[config.mk]
export PLATFORM = sky130hd
export DESIGN_NAME = div_structural
export DESIGN_NICKNAME = d
export VERILOG_FILES = /design/src/rtl/div_pkg.sv /design/src/rtl/div_datapath.sv /design/src/rtl/div_structural.sv
export SDC_FILE = /design/constraint.sdc
export NUM_CORES = 1
export LEC_CHECK = 0
export BUFFER_PORTS_ARGS = -buffer_cell sky130_fd_sc_hd__buf_2
export CAP_MARGIN = 20
export CORE_ASPECT_RATIO = 0.5
export CORE_MARGIN = 2
export CORE_UTILIZATION = 52
export DETAILED_ROUTE_END_ITERATION = 10
export GPL_TIMING_DRIVEN = 0
export PLACE_DENSITY = 0.73
export SYNTH_ARGS = -nofsm -noshare
export SYNTH_HDL_FRONTEND = slang
export SYNTH_SLANG_ARGS = --single-unit
[constraint.sdc]
create_clock -name clk -period 2.75 [get_ports clk]
set_input_delay 0.1375 -clock clk [delete_from_list [all_inputs] [get_ports clk]]
set_output_delay 0.1375 -clock clk [all_outputs]
set_load 0.03 [all_outputs]
[src/rtl/div_pkg.sv]
// Shared definitions for the restoring divider: default width, counter
// sizing and the controller state encoding.
package div_pkg;

    // Default operand/quotient/remainder width in bits.
    localparam int unsigned DIV_WIDTH = 32;

    // Counter must be able to hold the value WIDTH itself.
    localparam int unsigned DIV_CNT_W = $clog2(DIV_WIDTH + 1);

    // Controller states.
    typedef enum logic [1:0] {
        IDLE = 2'd0,
        BUSY = 2'd1,
        DONE = 2'd2
    } state_e;

    // Iteration counter width for an arbitrary datapath width.
    function automatic int unsigned cnt_width(input int unsigned width);
        return $clog2(width + 1);
    endfunction

endpackage

[src/rtl/div_datapath.sv]
// Restoring-division datapath: partial remainder P, quotient/shift
// register Q and divisor register. One quotient bit is produced per step.
// The step results are also exported so the controller can capture the
// final quotient/remainder on the same edge as the last step.
module div_datapath
    import div_pkg::*;
#(
    parameter int unsigned WIDTH = DIV_WIDTH
) (
    input  logic             clk,
    input  logic             reset,
    input  logic             load_i,
    input  logic             step_i,
    input  logic [WIDTH-1:0] a_i,
    input  logic [WIDTH-1:0] b_i,
    output logic [WIDTH-1:0] p_step_o,
    output logic [WIDTH-1:0] q_step_o
);

    logic [WIDTH-1:0] p_q;
    logic [WIDTH-1:0] p_d;
    logic [WIDTH-1:0] q_q;
    logic [WIDTH-1:0] q_d;
    logic [WIDTH-1:0] div_q;
    logic [WIDTH-1:0] div_d;

    logic [WIDTH:0]   p_sh_s;
    logic [WIDTH:0]   trial_s;
    logic [WIDTH-1:0] p_step_s;
    logic [WIDTH-1:0] q_step_s;

    // One restoring step: shift {P,Q} left, trial-subtract, restore or keep.
    always_comb begin
        p_sh_s  = {p_q, q_q[WIDTH-1]};
        trial_s = p_sh_s - {1'b0, div_q};
        if (trial_s[WIDTH] == 1'b0) begin
            p_step_s = trial_s[WIDTH-1:0];
            q_step_s = {q_q[WIDTH-2:0], 1'b1};
        end else begin
            // Shifted remainder is below the divisor, so its top bit is zero.
            p_step_s = p_sh_s[WIDTH-1:0];
            q_step_s = {q_q[WIDTH-2:0], 1'b0};
        end
    end

    // Register next-state: load operands, advance one step, or hold.
    always_comb begin
        p_d   = p_q;
        q_d   = q_q;
        div_d = div_q;
        if (load_i) begin
            p_d   = {WIDTH{1'b0}};
            q_d   = a_i;
            div_d = b_i;
        end else if (step_i) begin
            p_d   = p_step_s;
            q_d   = q_step_s;
            div_d = div_q;
        end else begin
            p_d   = p_q;
            q_d   = q_q;
            div_d = div_q;
        end
    end

    // Datapath registers with synchronous active-low reset.
    always_ff @(posedge clk) begin
        if (!reset) begin
            p_q   <= {WIDTH{1'b0}};
            q_q   <= {WIDTH{1'b0}};
            div_q <= {WIDTH{1'b0}};
        end else begin
            p_q   <= p_d;
            q_q   <= q_d;
            div_q <= div_d;
        end
    end

    assign p_step_o = p_step_s;
    assign q_step_o = q_step_s;

endmodule

[src/rtl/div_structural.sv]
// Sequential unsigned divider (restoring, one quotient bit per clock)
// with a start/ok handshake and a divide-by-zero flag. The controller
// sequences div_datapath and owns the iteration counter and the
// registered result outputs.
module div_structural
    import div_pkg::*;
#(
    parameter int unsigned WIDTH = DIV_WIDTH
) (
    input  logic             clk,
    input  logic             reset,
    input  logic             start,
    input  logic [WIDTH-1:0] A,
    input  logic [WIDTH-1:0] B,
    output logic [WIDTH-1:0] D,
    output logic [WIDTH-1:0] R,
    output logic             ok,
    output logic             err
);

    localparam int unsigned CNT_W = cnt_width(WIDTH);

    state_e           state_q;
    state_e           state_d;
    logic [CNT_W-1:0] cnt_q;
    logic [CNT_W-1:0] cnt_d;
    logic [WIDTH-1:0] d_q;
    logic [WIDTH-1:0] d_d;
    logic [WIDTH-1:0] r_q;
    logic [WIDTH-1:0] r_d;
    logic             ok_q;
    logic             ok_d;
    logic             err_q;
    logic             err_d;

    logic             load_s;
    logic             step_s;
    logic [WIDTH-1:0] p_step_s;
    logic [WIDTH-1:0] q_step_s;

    div_datapath #(
        .WIDTH (WIDTH)
    ) u_datapath (
        .clk      (clk),
        .reset    (reset),
        .load_i   (load_s),
        .step_i   (step_s),
        .a_i      (A),
        .b_i      (B),
        .p_step_o (p_step_s),
        .q_step_o (q_step_s)
    );

    // Next-state, counter and result logic for the IDLE/BUSY/DONE controller.
    always_comb begin
        state_d = state_q;
        cnt_d   = cnt_q;
        d_d     = d_q;
        r_d     = r_q;
        ok_d    = ok_q;
        err_d   = err_q;
        load_s  = 1'b0;
        step_s  = 1'b0;
        case (state_q)
            IDLE: begin
                ok_d  = 1'b0;
                err_d = 1'b0;
                if (start) begin
                    load_s = 1'b1;
                    cnt_d  = CNT_W'(WIDTH);
                    if (B == {WIDTH{1'b0}}) begin
                        // Divide by zero: finish immediately, no iterations.
                        state_d = DONE;
                        d_d     = {WIDTH{1'b1}};
                        r_d     = A;
                        ok_d    = 1'b1;
                        err_d   = 1'b1;
                    end else begin
                        state_d = BUSY;
                    end
                end else begin
                    state_d = IDLE;
                end
            end
            BUSY: begin
                step_s = 1'b1;
                cnt_d  = cnt_q - CNT_W'(1);
                if (cnt_q == CNT_W'(1)) begin
                    // Last step: publish this step's quotient and remainder.
                    state_d = DONE;
                    d_d     = q_step_s;
                    r_d     = p_step_s;
                    ok_d    = 1'b1;
                    err_d   = 1'b0;
                end else begin
                    state_d = BUSY;
                end
            end
            DONE: begin
                if (!start) begin
                    state_d = IDLE;
                    ok_d    = 1'b0;
                    err_d   = 1'b0;
                end else begin
                    state_d = DONE;
                end
            end
            default: begin
                state_d = IDLE;
                ok_d    = 1'b0;
                err_d   = 1'b0;
            end
        endcase
    end

    // Controller and output registers with synchronous active-low reset.
    always_ff @(posedge clk) begin
        if (!reset) begin
            state_q <= IDLE;
            cnt_q   <= {CNT_W{1'b0}};
            d_q     <= {WIDTH{1'b0}};
            r_q     <= {WIDTH{1'b0}};
            ok_q    <= 1'b0;
            err_q   <= 1'b0;
        end else begin
            state_q <= state_d;
            cnt_q   <= cnt_d;
            d_q     <= d_d;
            r_q     <= r_d;
            ok_q    <= ok_d;
            err_q   <= err_d;
        end
    end

    assign D   = d_q;
    assign R   = r_q;
    assign ok  = ok_q;
    assign err = err_q;

endmodule

After elaboration in Yosys (flattened, before gate mapping)
Cells that the tools add are included.
Cells by class
  $add $sub $neg: 2
  equality and inequality tests: 7
  muxes and demuxes: 29
  bitwise logic cells: 1
  reductions and logical operators: 8
Operators with widths (number)
  2-to-1 mux 32 bit: 9
  case mux 32 bit (2 select lines): 2
  subtractor 33 x 32 -> 33 bit: 1
  zero test 32 bit: 1
  case mux 6 bit (2 select lines): 1
  2-to-1 mux 1 bit: 9
  2-to-1 mux 2 bit: 4
  != test 2 bit, second input constant: 4
  equality test 6 x 1 -> 1 bit, second input constant: 1
  2-to-1 mux 6 bit: 1
  case mux 1 bit (3 select lines): 2
  case mux 2 bit (3 select lines): 1
  subtractor 6 x 1 -> 6 bit, second input constant: 1
  AND reduction 2 bit: 2
  AND reduction 4 bit: 1
  nonzero test 2 bit: 2
  equality test 2 x 1 -> 1 bit, second input constant: 1
  equality test 2 bit, second input constant: 1
  zero test 2 bit: 1
  OR reduction 2 bit: 1
  NOT 1 bit: 1
Storage, ports and cells
  register bits after elaboration: 170
  bits of input ports: 67
  logic and storage cells: 56

Longest topological paths before layout
Gate-level depths: netlist of run 1.
  depth in word-level cells: 4
  depth in mapped cells: 13

Cells and area by module
A second synthesis of run 1 with hierarchy kept.
Unflattened totals
  cell total of the unflattened synthesis: 1232
  area, all modules: 10298.6 µm²
By module, submodules not included
  div_datapath: times used 1, cells an instance 834, area each 6765.2 µm²
  div_structural: times used 1, cells an instance 398, area each 3533.4 µm²

Least setup slack after synthesis of run 1
OpenSTA, ideal clock, no wires.
  path type: register -> register
  start: register u_datapath.q_q[31]
  end: register r_q[18], in the netlist R[18]
  library setup time: 0.121 ns
  arrival time: 2.825 ns
  path slack: -0.196 ns
  cell stages (with the launch flop): 14
  buffers on the path: 1
  period minus slack after synthesis: 2.946 ns
  cells stage by stage: dfxtp_1 > inv_1 > ha_1 > fa_1 > nand2b_1 > a21o_1 > a211oi_2 > or2_1 > nor3_2 > nor4_4 > buf_4 > mux2_1 > o2111ai_1 > nand2_1
On the way
  longest elaborated chain between the ends: 4
Ends and longest elaborated chain
  start: declaration: RTL line div_datapath.sv:22  | logic [WIDTH-1:0] q_q;
  start signal: assignment: RTL line div_datapath.sv:70  | q_q <= {WIDTH{1'b0}};
  start signal: assignment: RTL line div_datapath.sv:74  | q_q <= q_d;
  subtractor 33 x 32 -> 33 bit: RTL line div_datapath.sv:35  | trial_s = p_sh_s - {1'b0, div_q};
  2-to-1 mux 32 bit: RTL line div_datapath.sv:36  | if (trial_s[WIDTH] == 1'b0) begin
  2-to-1 mux 32 bit: RTL line div_structural.sv:88  | if (cnt_q == CNT_W'(1)) begin
  case mux 32 bit (2 select lines): RTL line div_structural.sv:64  | case (state_q)
  end signal: assignment: RTL line div_structural.sv:122  | r_q <= {WIDTH{1'b0}};
  end signal: assignment: RTL line div_structural.sv:129  | r_q <= r_d;
  end: declaration: RTL line div_structural.sv:29  | logic [WIDTH-1:0] r_q;
No other way between the ends. The select of a mux whose other input is x is not followed.
A chain may end at the register's enable or synchronous reset.

Worst setup path after layout of run 1
  start: register u_datapath.q_q[31]
  end: register r_q[19], in the netlist R[19]
The elaborated chain is that of the path after synthesis.

==> results of run 1 <==
-- logic make-up (layout without fill, tap and decap cells) --
logic type,count (synthesis),count (layout)
buffers and inverters,121,350
AOI/OAI and AO/OA,372,372
other,0,1
adders and majority gates,35,35
DFF,170,170
xor gates and xnor gates,20,20
muxes,18,18
and+or+nand+nor,312,312
-- where the power goes --
group / internal [mW] / switching, mW
Sequential: 2.61 / 0.146
Combinational: 1.71 / 2.19
Clock: 1.24 / 1.24
-- layer usage --
metal  track usage  routed length (microns)
met1         0.473                    13200
met2         0.502                    14000
met3        0.0879                     4180
met4         0.105                     1020
met5             0                       13
-- layout make-up --
| cell class | instances | area (sq um) |
|---|---|---|
| clock buffer | 18 | 429 |
| tap | 227 | 284 |
| inverter | 46 | 173 |
| fill | 1244 | 4550 |
| sequential | 170 | 3420 |
| clock inverter | 14 | 175 |
| buffer | 71 | 330 |
| multi-input combinational | 757 | 5500 |
| antenna | 1 | 2.50 |
| timing repair buffer | 201 | 1400 |
-- Yosys cell counts (7+ instances only) --
cell type,n
nand2_1,149
o21ai_1,8
xnor2_1,14
o21bai_1,7
a32o_1,13
dfxtp_1,170
nor4_1,10
nand2b_1,12
nand3_1,25
a211oi_1,12
inv_1,45
a21o_1,11
nor2b_1,7
ha_1,34
nor2_1,57
nand4_1,8
clkbuf_1,66
mux2i_1,16
and3_1,8
a21oi_1,138
o221a_2,31
a22oi_1,32
nor3_1,9
o21ai_0,53
o211ai_1,21
-- sequential cells by signal (all words and copies together), names as in the netlist --
name / flops
u_datapath.div_q: 32
R: 32
u_datapath.q_q: 32
ok: 1
u_datapath.p_q: 32
D: 32
err: 1
cnt_q: 6
state_q: 2
-- metrics by stage --
step                instance area, sq um  setup slack (ns)
CTS                                11100            -0.469
global placement                    9580            -0.688
global route                       11700            -0.503
floorplan                           8640           -0.0116
detailed placement                  9580            -0.731
finish                             11700            -0.478
-- worst max-delay path, delay by kind of cell, from the launching register on --
kind            cells  cell delay (ns)
simple gates        3             0.29
flops               1             0.35
buf+inv             5             0.69
fa+ha+maj           2             0.50
compound gates      6             1.28
-- timing repair --
item | in CTS | in global routing
setup endpoints to repair | 66 | 88
pin swaps | 36 | 34
hold buffers | 34 | 0
endpoints found under the hold margin | 34 | 0
cloned | 3 | 2
buffers inserted | 23 | 8
gates resized for setup | 73 | 120
-- how the worst max path moves through the flow --
stage | startpoint | end | slack (ns) | depth (start not counted)
CTS | u_datapath.q_q[31] | R[14] | -0.47 | 14
global route | u_datapath.p_q[14] | R[16] | -0.50 | 12
finish | u_datapath.q_q[31] | R[19] | -0.48 | 16
detailed placement | u_datapath.q_q[31] | R[21] | -0.73 | 13
floorplan | u_datapath.q_q[31] | R[18] | -0.01 | 13
global placement | u_datapath.q_q[31] | R[22] | -0.69 | 13
==> results.md, run 1 <==
* Max IR drop VDD at 574 uV
* Synthesis Warnings at 0
* Clock Sinks at 170
* Synthesized area at 8610 sq um
* RR Endpoint: R[19]
* Top FF cell, synth: dfxtp_1
* Vias at 9490
* Vias in the first global route at 8423
* Die ar. at 17700 sq um
* Mux share of post-synthesis cell area at 0.0212
* Vias per cell at 6.31
* Area grow syn2layout at 36.1%
* Routability cong. at 0.919
* Ratio of cells with drive above 1 in the final layout at 0.289
* Worst min-delay path endpoint: u_datapath.q_q[29]
* Worst-Margin Slew at 1.04 ns
* Grt ovf at 0
* P per Cell Area at 780 nW/um^2
* Setup TNS at -20.33 ns
* Worst Min Path Start: A[29]
* Tmin final at 3.23 ns
* R2r setup slk at -0.48 ns
* RSZ-0062 raised after global routing: true
* Total design power at 9.13 mW
* CTS clk-pin slew, worst paths at 0.08 ns
* Most common cell after layout, fill and taps aside: dfxtp_1
* CTS tree: built
* Main combinational cell family by area after synthesis: compound AO/OA/AOI/OAI gates
* Synth Area in Adders at 0.0517
* GRT Util Overall at 0.336
* Post-synth top area share at 0.395
* Asr flop ratio synth at 0
* H-tree Lvls at 4
* Antenna violations before repair at 2
* Relative slew margins at 0.308
* Highest Clock Rate at 0.310 GHz
* CP arrival at 3.55 ns
* CTS max path bufs at 2
* Compound-cell area share of the yosys netlist at 0.290
* Mean Syn Cell Area at 8.22 sq um
* Routed len/inst at 21.6 microns
* # port buffers at 131
* Worst clock skew at 0.0132 ns
* Post-Layout Cell Count at 1505
* Initial Utilization at 0.529
* Final Util at 0.720
* R2R Path Start: u_datapath.q_q[31]
* Die H at 95.0 microns
* Final worst slack at -0.478 ns
* Failing checks: hold timing, setup timing
* Post-synthesis simple-gate area fraction at 0.167
* Worst-Skew Late Latency at 0.44 ns
* Residual DRC count at 0
* Hold Crit Class: input port to register
* Final Hold Vio Count at 1
* I/O pins at 133
* Critical path class: register to register
* Critical path startpoint category: register
* Status: finished, violations left
* Pin count of the biggest net entering global routing at 20
* Rows at 33
* Slew Viols, Final at 0
* Crit end category: register
* DRT iter0 DRCs at 1248
* Synth area leader: dfxtp_1
* DP HPWL at 21300 microns
* Post-synthesis xor/xnor area fraction at 0.0203
* Flop and latch count out of synthesis at 170
* Router iterations before antenna repair at 6
* Worst path required time at 3.07 ns
* Fin Hold WS at -0.00189 ns
* Worst-path cell chain: inv_2 > ha_4 > fa_2 > nand2b_4 > a21o_1 > a211oi_2 > buf_4 > nor2_4 > a211oi_4 > nor4_4 > buf_4 > buf_6 > buf_16 > a21oi_1 > o21a_1 > o21ai_0
* Core Area at 16300 sq um
* Post-synth EDFFs at 0
* Commonest non-fill, non-tap cells in the layout: dfxtp_1 (154), nand2_1 (149), buf_2 (132)
* Top cells by area, synth: dfxtp_1 (40%), a21oi_1 (8.0%), nand2_1 (6.5%)
* Global-route wire length before repair at 45200 microns
* Remaining antenna violation count at 0
* Drt total wl at 32400 microns
* Setup violations, final at 65
* Worst hold path cell count at 3
* Mapped Cells at 1048
* # Max-Cap Violations at 0
* Part of the cycle the worst path needs at 1.17
* R2R depth at 16
* Worst Path Max Fanout at 4
* Die width at 186 microns
* Distinct cell type count after synthesis at 62
* Leak pwr at 4.70 nW
* Max incr delay on CP at 0.35 ns
* Slowest-stage cell, CP: dfxtp_2
* Nets@finish at 1366
* Post-Syn Nets at 1150
* Post-synthesis sequential area ratio at 0.395
* Num CTS Buffers at 17
* Most common cell on crit path: buf_4
* Placed insts at 1406
* Clock Tree Root: clkbuf_16
No activity file was read; power rests on OpenSTA's default activity.
==> run 2, diff against run 1 <==
--- a/config.mk
+++ b/config.mk
@@ -5,14 +5,16 @@
 export SDC_FILE = /design/constraint.sdc
 export NUM_CORES = 1
 export LEC_CHECK = 0
+export ABC_CLOCK_PERIOD_IN_PS = 2750
 export BUFFER_PORTS_ARGS = -buffer_cell sky130_fd_sc_hd__buf_2
 export CAP_MARGIN = 20
 export CORE_ASPECT_RATIO = 0.5
 export CORE_MARGIN = 2
-export CORE_UTILIZATION = 52
+export CORE_UTILIZATION = 53
+export CTS_BUF_LIST = sky130_fd_sc_hd__clkbuf_8
 export DETAILED_ROUTE_END_ITERATION = 10
 export GPL_TIMING_DRIVEN = 0
-export PLACE_DENSITY = 0.73
+export PLACE_DENSITY = 0.74
 export SYNTH_ARGS = -nofsm -noshare
 export SYNTH_HDL_FRONTEND = slang
 export SYNTH_SLANG_ARGS = --single-unit
==> run 2 against run 1 <==
The flow finishes with violations (setup timing). Sequential share of layout area decreased by 0.29 points. Sequential cell count stayed put. First-iteration DRC count is 2.5% lower. Sequential power is essentially flat. Critical path type unchanged. Setup slack improved by 0.066 ns. Die area is 1.8% lower. Via count is 0.31% lower. Clock-buffer cell count unchanged. Highest routed layer is now met4. Total power is 6.9% lower. Register-to-register slack better by 0.07 ns.
==> results.md, run 2 (synthesis results as in run 1) <==
* Rows at 32 (-3.0%)
* Critical path startpoint category: register
* CTS max path bufs at 2 (unchanged)
* CTS clk-pin slew, worst paths at 0.10 ns (+0.02 ns)
* Worst Path Max Fanout at 5 (+1)
* Antenna violations before repair at 1 (-1)
* DRT iter0 DRCs at 1217 (-2.5%)
* Most common cell on crit path: buf_4
* Max incr delay on CP at 0.40 ns (+0.05 ns)
* Setup violations, final at 65 (unchanged)
* GRT Util Overall at 0.347 (+0.0110)
* Residual DRC count at 0 (unchanged)
* Critical path class: register to register
* H-tree Lvls at 4 (unchanged)
* Die width at 184 microns (-0.93%)
* Global-route wire length before repair at 46000 microns (+1.7%)
* Grt ovf at 0 (unchanged)
* Initial Utilization at 0.550 (+0.0207)
* Worst-path cell chain: inv_2 > ha_4 > fa_2 > nand2b_4 > a21o_1 > a211oi_2 > buf_4 > nor2_4 > a211oi_4 > nor4_4 > buf_4 > buf_16 > a221oi_2 > a221oi_1
* Status: finished, violations left
* Worst-Skew Late Latency at 0.48 ns (+0.04 ns)
* # port buffers at 131 (unchanged)
* RR Endpoint: R[30]
* Commonest non-fill, non-tap cells in the layout: nand2_1 (149), dfxtp_1 (147), buf_2 (132)
* DP HPWL at 21400 microns (+0.57%)
* Vias in the first global route at 8480 (+0.68%)
* Post-Layout Cell Count at 1531 (+1.7%)
* I/O pins at 133 (unchanged)
* Worst Min Path Start: A[20]
* P per Cell Area at 714 nW/um^2 (-8.4%)
* Max IR drop VDD at 399 uV (-30%)
* Die H at 94.1 microns (-0.91%)
* R2r setup slk at -0.41 ns (+0.07 ns)
* Tmin final at 3.16 ns (-0.0661 ns)
* Worst min-delay path endpoint: u_datapath.q_q[20]
* Router iterations before antenna repair at 6 (unchanged)
* Ratio of cells with drive above 1 in the final layout at 0.299 (+0.00974)
* Final Util at 0.761 (+0.0404)
* Fin Hold WS at 0.0128 ns (+0.0147 ns)
* # Max-Cap Violations at 0 (unchanged)
* Worst path required time at 3.07 ns (about the same)
* Routed len/inst at 20.9 microns (-3.3%)
* CP Buf/Inv Count at 4 (-1)
* Setup TNS at -18.09 ns (+2.24 ns)
* Hold Crit Class: input port to register
* CTS tree: built
* Core Area at 15700 sq um (-3.8%)
* Highest Clock Rate at 0.316 GHz (+2.1%)
* Final Hold Vio Count at 0 (-1)
* Setup WS pre-CTS at -0.759 ns (-0.0278 ns)
* Part of the cycle the worst path needs at 1.15 (-0.0240)
* Placed insts at 1400 (-0.43%)
* RSZ-0062 raised after global routing: true
* R2R depth at 14 (-2)
* Worst-Margin Slew at 1.10 ns (+0.0657 ns)
* Routability cong. at 0.913 (-0.66%)
* CP arrival at 3.48 ns (-0.07 ns)
* Pin count of the biggest net entering global routing at 17 (-15%)
* Crit end category: register
* Nets@finish at 1398 (+2.3%)
* Crit path max-delay family: compound AO/OA/AOI/OAI gates
* Leak pwr at 4.76 nW (+1.2%)
* Worst clock skew at 0.0224 ns (+0.00923 ns)
* Worst hold path cell count at 3 (unchanged)
* Vias per cell at 6.18 (-2.0%)
* Clock Tree Root: clkbuf_8
* R2R Path Start: u_datapath.q_q[31]
* Slew Viols, Final at 0 (unchanged)
* Clock Sinks at 170 (unchanged)
* Relative slew margins at 0.264 (-0.0438)
* Final worst slack at -0.412 ns (+0.0661 ns)
* Vias at 9461 (-0.31%)
* Area grow syn2layout at 38.3%
* Num CTS Buffers at 17 (unchanged)
* Failing checks: setup timing
* Most common cell after layout, fill and taps aside: nand2_1
* Drt total wl at 31900 microns (-1.6%)
* Slowest-stage cell, CP: a221oi_2
* Remaining antenna violation count at 0 (unchanged)
* Die ar. at 17300 sq um (-1.8%)
[run 2: routing by layer]
| layer | up-vias | part of all wire | global-route usage |
|---|---|---|---|
| met2 | 631 | 0.43 | 0.516 |
| li1 | 4316 | - | - |
| met5 | - | 0 | 0 |
| met3 | 80 | 0.13 | 0.0942 |
| met4 | 0 | 0.021 | 0.0933 |
| met1 | 4434 | 0.43 | 0.494 |
[run 2: repair_timing]
item                                   4_1_cts  5_1_grt
setup endpoints to repair                   66       66
buffers inserted                            20       21
endpoints found under the hold margin       62        0
hold buffers                                58        0
gates cloned                                 3        0
resized for setup                           87      138
pin swaps                                   31       42
[run 2: final cells by class]
type                       instances  area, sq um
inverter                          46          173
buffer                            74          360
tap                              221          277
timing repair buffer             230         1620
fill                            1125         3750
clock buffer                      18          248
clock inverter                    14          184
multi-input combinational        757         5600
antenna                            1         2.50
sequential                       170         3440
[run 2: report_power, final]
group	switching (mW)	internal [mW]	leakage (nW)
Clock	1.05	0.947	0.215
Combinational	2.10	1.65	3.15
Sequential	0.149	2.61	1.40
[run 2: through the flow]
stage | cell area [sq um] | power, mW
6_report | 11900 | 8.50
5_1_grt | 11900 | 8.77
4_1_cts | 11200 | 7.78
3_5_place_dp | 9570 | 5.03
3_3_place_gp | 9570 | 5.01
2_1_floorplan | 8640 | 4.37
[run 2: how the worst max path moves through the flow]
stage / slack [ns] / cells after the start / start / endpoint
global route: -0.52 / 14 / u_datapath.q_q[31] / R[30]
floorplan: -0.01 / 13 / u_datapath.q_q[31] / R[18]
global placement: -0.74 / 11 / B[31] / R[30]
finish: -0.41 / 14 / u_datapath.q_q[31] / R[30]
detailed placement: -0.76 / 13 / u_datapath.div_q[25] / R[22]
CTS: -0.37 / 14 / u_datapath.q_q[31] / R[14]
[run 2: worst min-delay path, stage by stage]
cell	delay [ns]
buf_2	0.11
a22oi_1	0.08
a21oi_1	0.13
==> run 3, diff against run 2 <==
--- a/config.mk
+++ b/config.mk
@@ -14,7 +14,9 @@
 export CTS_BUF_LIST = sky130_fd_sc_hd__clkbuf_8
 export DETAILED_ROUTE_END_ITERATION = 10
 export GPL_TIMING_DRIVEN = 0
+export MAX_ROUTING_LAYER = met4
 export PLACE_DENSITY = 0.74
+export SETUP_SLACK_MARGIN = 0.2
 export SYNTH_ARGS = -nofsm -noshare
 export SYNTH_HDL_FRONTEND = slang
 export SYNTH_SLANG_ARGS = --single-unit
==> run 3 against run 2 <==
The run still ends with setup timing left. Largest cell class unchanged. Sequential share of layout area shrank 0.14 points. Highest routed layer unchanged. Sequential cell count is the same. Clock power shrank 4%. Critical path depth grew 1.
==> results.md, run 3 (synthesis results as in run 1) <==
* Pin count of the biggest net entering global routing at 17 (unchanged)
* CP arrival at 3.61 ns (+0.13 ns)
* Post-route design area at 11800 sq um (-0.60%)
* Register area at 3410 sq um (-1.1%)
* Worst min-delay path endpoint: u_datapath.q_q[18]
* Vias per cell at 6.23 (+0.87%)
* Hold Crit Class: input port to register
* Status: finished, violations left
* Commonest non-fill, non-tap cells in the layout: dfxtp_1 (167), nand2_1 (146), buf_2 (133)
* Vias at 9543 (+0.87%)
* Seq pwr share at 0.314 (-0.010)
* DP HPWL at 21700 microns (+1.8%)
* Worst hold path cell count at 3 (unchanged)
* Residual DRC count at 0 (unchanged)
* Most common cell after layout, fill and taps aside: dfxtp_1
* Worst Min Path Start: A[18]
* Worst-path cell chain: inv_2 > ha_4 > fa_2 > nand2b_4 > a21o_1 > a211oi_2 > buf_4 > or2_4 > nor3_4 > nor4_4 > buf_6 > buf_12 > mux2i_4 > nand2_1 > a32o_1
* Highest Clock Rate at 0.311 GHz (-1.8%)
* Remaining antenna violation count at 0 (unchanged)
* Slowest-stage cell, CP: fa_2
* Setup WS pre-CTS at -0.792 ns (-0.0332 ns)
* Nets@finish at 1400 (+0.14%)
* Leak pwr at 4.79 nW (+0.60%)
* R2R Path Start: u_datapath.q_q[31]
* Worst clock skew at 0.0171 ns (-0.00534 ns)
* Multi-input gate area in the final layout at 5460 sq um (-2.4%)
* R2r setup slk at -0.47 ns (-0.06 ns)
* Routability cong. at 0.961 (+5.3%)
* Final worst slack at -0.469 ns (-0.0574 ns)
* Clock Tree Root: clkbuf_8
* P per Cell Area at 738 nW/um^2 (+3.3%)
* Switching power at 3.40 mW (+3.0%)
* Total design power at 8.73 mW (+2.7%)
* Area after DPL at 9660 sq um (+0.90%)
* Comb pwr share at 0.466 (+0.025)
* Core Area at 15700 sq um (unchanged)
* Clock Sinks at 170 (unchanged)
* Area grow syn2layout at 37.5%
* Global-route wire length before repair at 47500 microns (+3.4%)
* Tmin final at 3.22 ns (+0.0574 ns)
* Worst-Skew Late Latency at 0.50 ns (+0.02 ns)
* Relative slew margins at 0.215 (-0.0495)
* # diodes at 0 (-1)
* Ratio of cells with drive above 1 in the final layout at 0.274 (-0.0247)
* H-tree Lvls at 4 (unchanged)
* Clock power frac at 0.220 (-0.014)
* Slew Viols, Final at 0 (unchanged)
* Setup violations, final at 66 (+1.5%)
* Die H at 94.1 microns (unchanged)
* Failing checks: setup timing
* I/O pins at 133 (unchanged)
* Rows at 32 (unchanged)
* Die width at 184 microns (unchanged)
* Max incr delay on CP at 0.37 ns (-0.03 ns)
* # port buffers at 131 (unchanged)
* R2R depth at 15 (+1)
* Router iterations before antenna repair at 6 (unchanged)
* Final Hold Vio Count at 0 (unchanged)
* CTS clk-pin slew, worst paths at 0.10 ns (about the same)
* Sw Ratio at 0.389 (+0.00131)
* Pint at 5.34 mW (+2.5%)
* Part of the cycle the worst path needs at 1.17 (+0.0209)
* Initial Utilization at 0.550 (unchanged)
* Vias in the first global route at 8845 (+4.3%)
* Drt total wl at 32000 microns (+0.30%)
* Crit end category: register
* Final Util at 0.756 (-0.00456)
* RR Endpoint: R[11]
* Fill count at 1150 (+2.2%)
* Worst-Margin Slew at 1.18 ns (+0.0742 ns)
* CTS max path bufs at 2 (unchanged)
* # Max-Cap Violations at 0 (unchanged)
* Antenna violations before repair at 1 (unchanged)
* Die ar. at 17300 sq um (unchanged)
* Routed len/inst at 20.9 microns (+0.30%)
* Grt ovf at 0 (unchanged)
* Critical path startpoint category: register
* CP Buf/Inv Count at 4 (unchanged)
* Max IR drop VDD at 354 uV (-11%)
* RSZ-0062 raised after global routing: true
* GRT Util Overall at 0.371 (+0.0242)
* Worst Path Max Fanout at 6 (+1)
* Worst path required time at 3.14 ns (+0.07 ns)
* CTS tree: built
* Critical path class: register to register
* DRT iter0 DRCs at 1108 (-9.0%)
* Num CTS Buffers at 17 (unchanged)
* Crit path max-delay family: compound AO/OA/AOI/OAI gates
run 3: routing by layer:
layer  share of wire  GRT usage  routed length [microns]  vias up
met5               0          -                        0        -
li1                -          -                        -     4326
met1            0.42      0.490                    13500     4467
met2            0.43      0.550                    13600      625
met4           0.033      0.138                     1070        0
met3            0.12     0.0957                     3850      125
run 3: worst max-delay path by stage:
stage / startpoint / end / slack [ns] / cells after the start
after floorplan: u_datapath.q_q[31] / R[3] / 0.02 / 13
after global placement: u_datapath.div_q[25] / R[11] / -0.74 / 12
after detailed placement: u_datapath.div_q[25] / R[12] / -0.79 / 12
after CTS: u_datapath.q_q[31] / R[12] / -0.34 / 14
after global routing: u_datapath.div_q[9] / R[11] / -0.60 / 13
final: u_datapath.q_q[31] / R[11] / -0.47 / 15
run 3: tightest hold or removal path: stages:
cell and delay (ns):
buf_2 0.12, a22oi_1 0.07, a21oi_1 0.13
run 3: layout make-up:
class / instances / share of cell area
Clock inverter: 13 / 0.0135
Inverter: 46 / 0.0146
Tap cell: 221 / 0.0234
Multi-Input combinational cell: 757 / 0.461
Buffer: 75 / 0.0315
Timing Repair Buffer: 231 / 0.147
Clock buffer: 18 / 0.0209
Sequential cell: 170 / 0.288
run 3: metrics by stage:
stage	TNS [ns]	std cells	hold WS, ns
finish	-22.21	1531	0.0112
global route	-28.30	1531	0.0180
CTS	-15.54	1512	0.000309
detailed placement	-47.37	1400	0.396
global placement	-41.14	1400	0.391
floorplan	0	1048	0.273
run 3: power by group through the flow:
| stage | Sequential [mW] | Clock (mW) | Combinational (mW) |
|---|---|---|---|
| global route | 2.76 | 2.01 | 4.26 |
| finish | 2.74 | 1.92 | 4.07 |
| global placement | 2.77 | 0 | 2.32 |
| detailed placement | 2.77 | 0 | 2.35 |
| floorplan | 2.78 | 0 | 1.65 |
| CTS | 2.73 | 1.89 | 3.24 |
run 3: what timing repair did:
| action | CTS | global route |
|---|---|---|
| setup buffers | 18 | 17 |
| hold buffers | 59 | 0 |
| endpoints found under the setup margin | 74 | 100 |
| pin swaps | 31 | 47 |
| gates cloned | 4 | 2 |
| endpoints found under the hold margin | 61 | 0 |
| gates resized for setup | 85 | 83 |
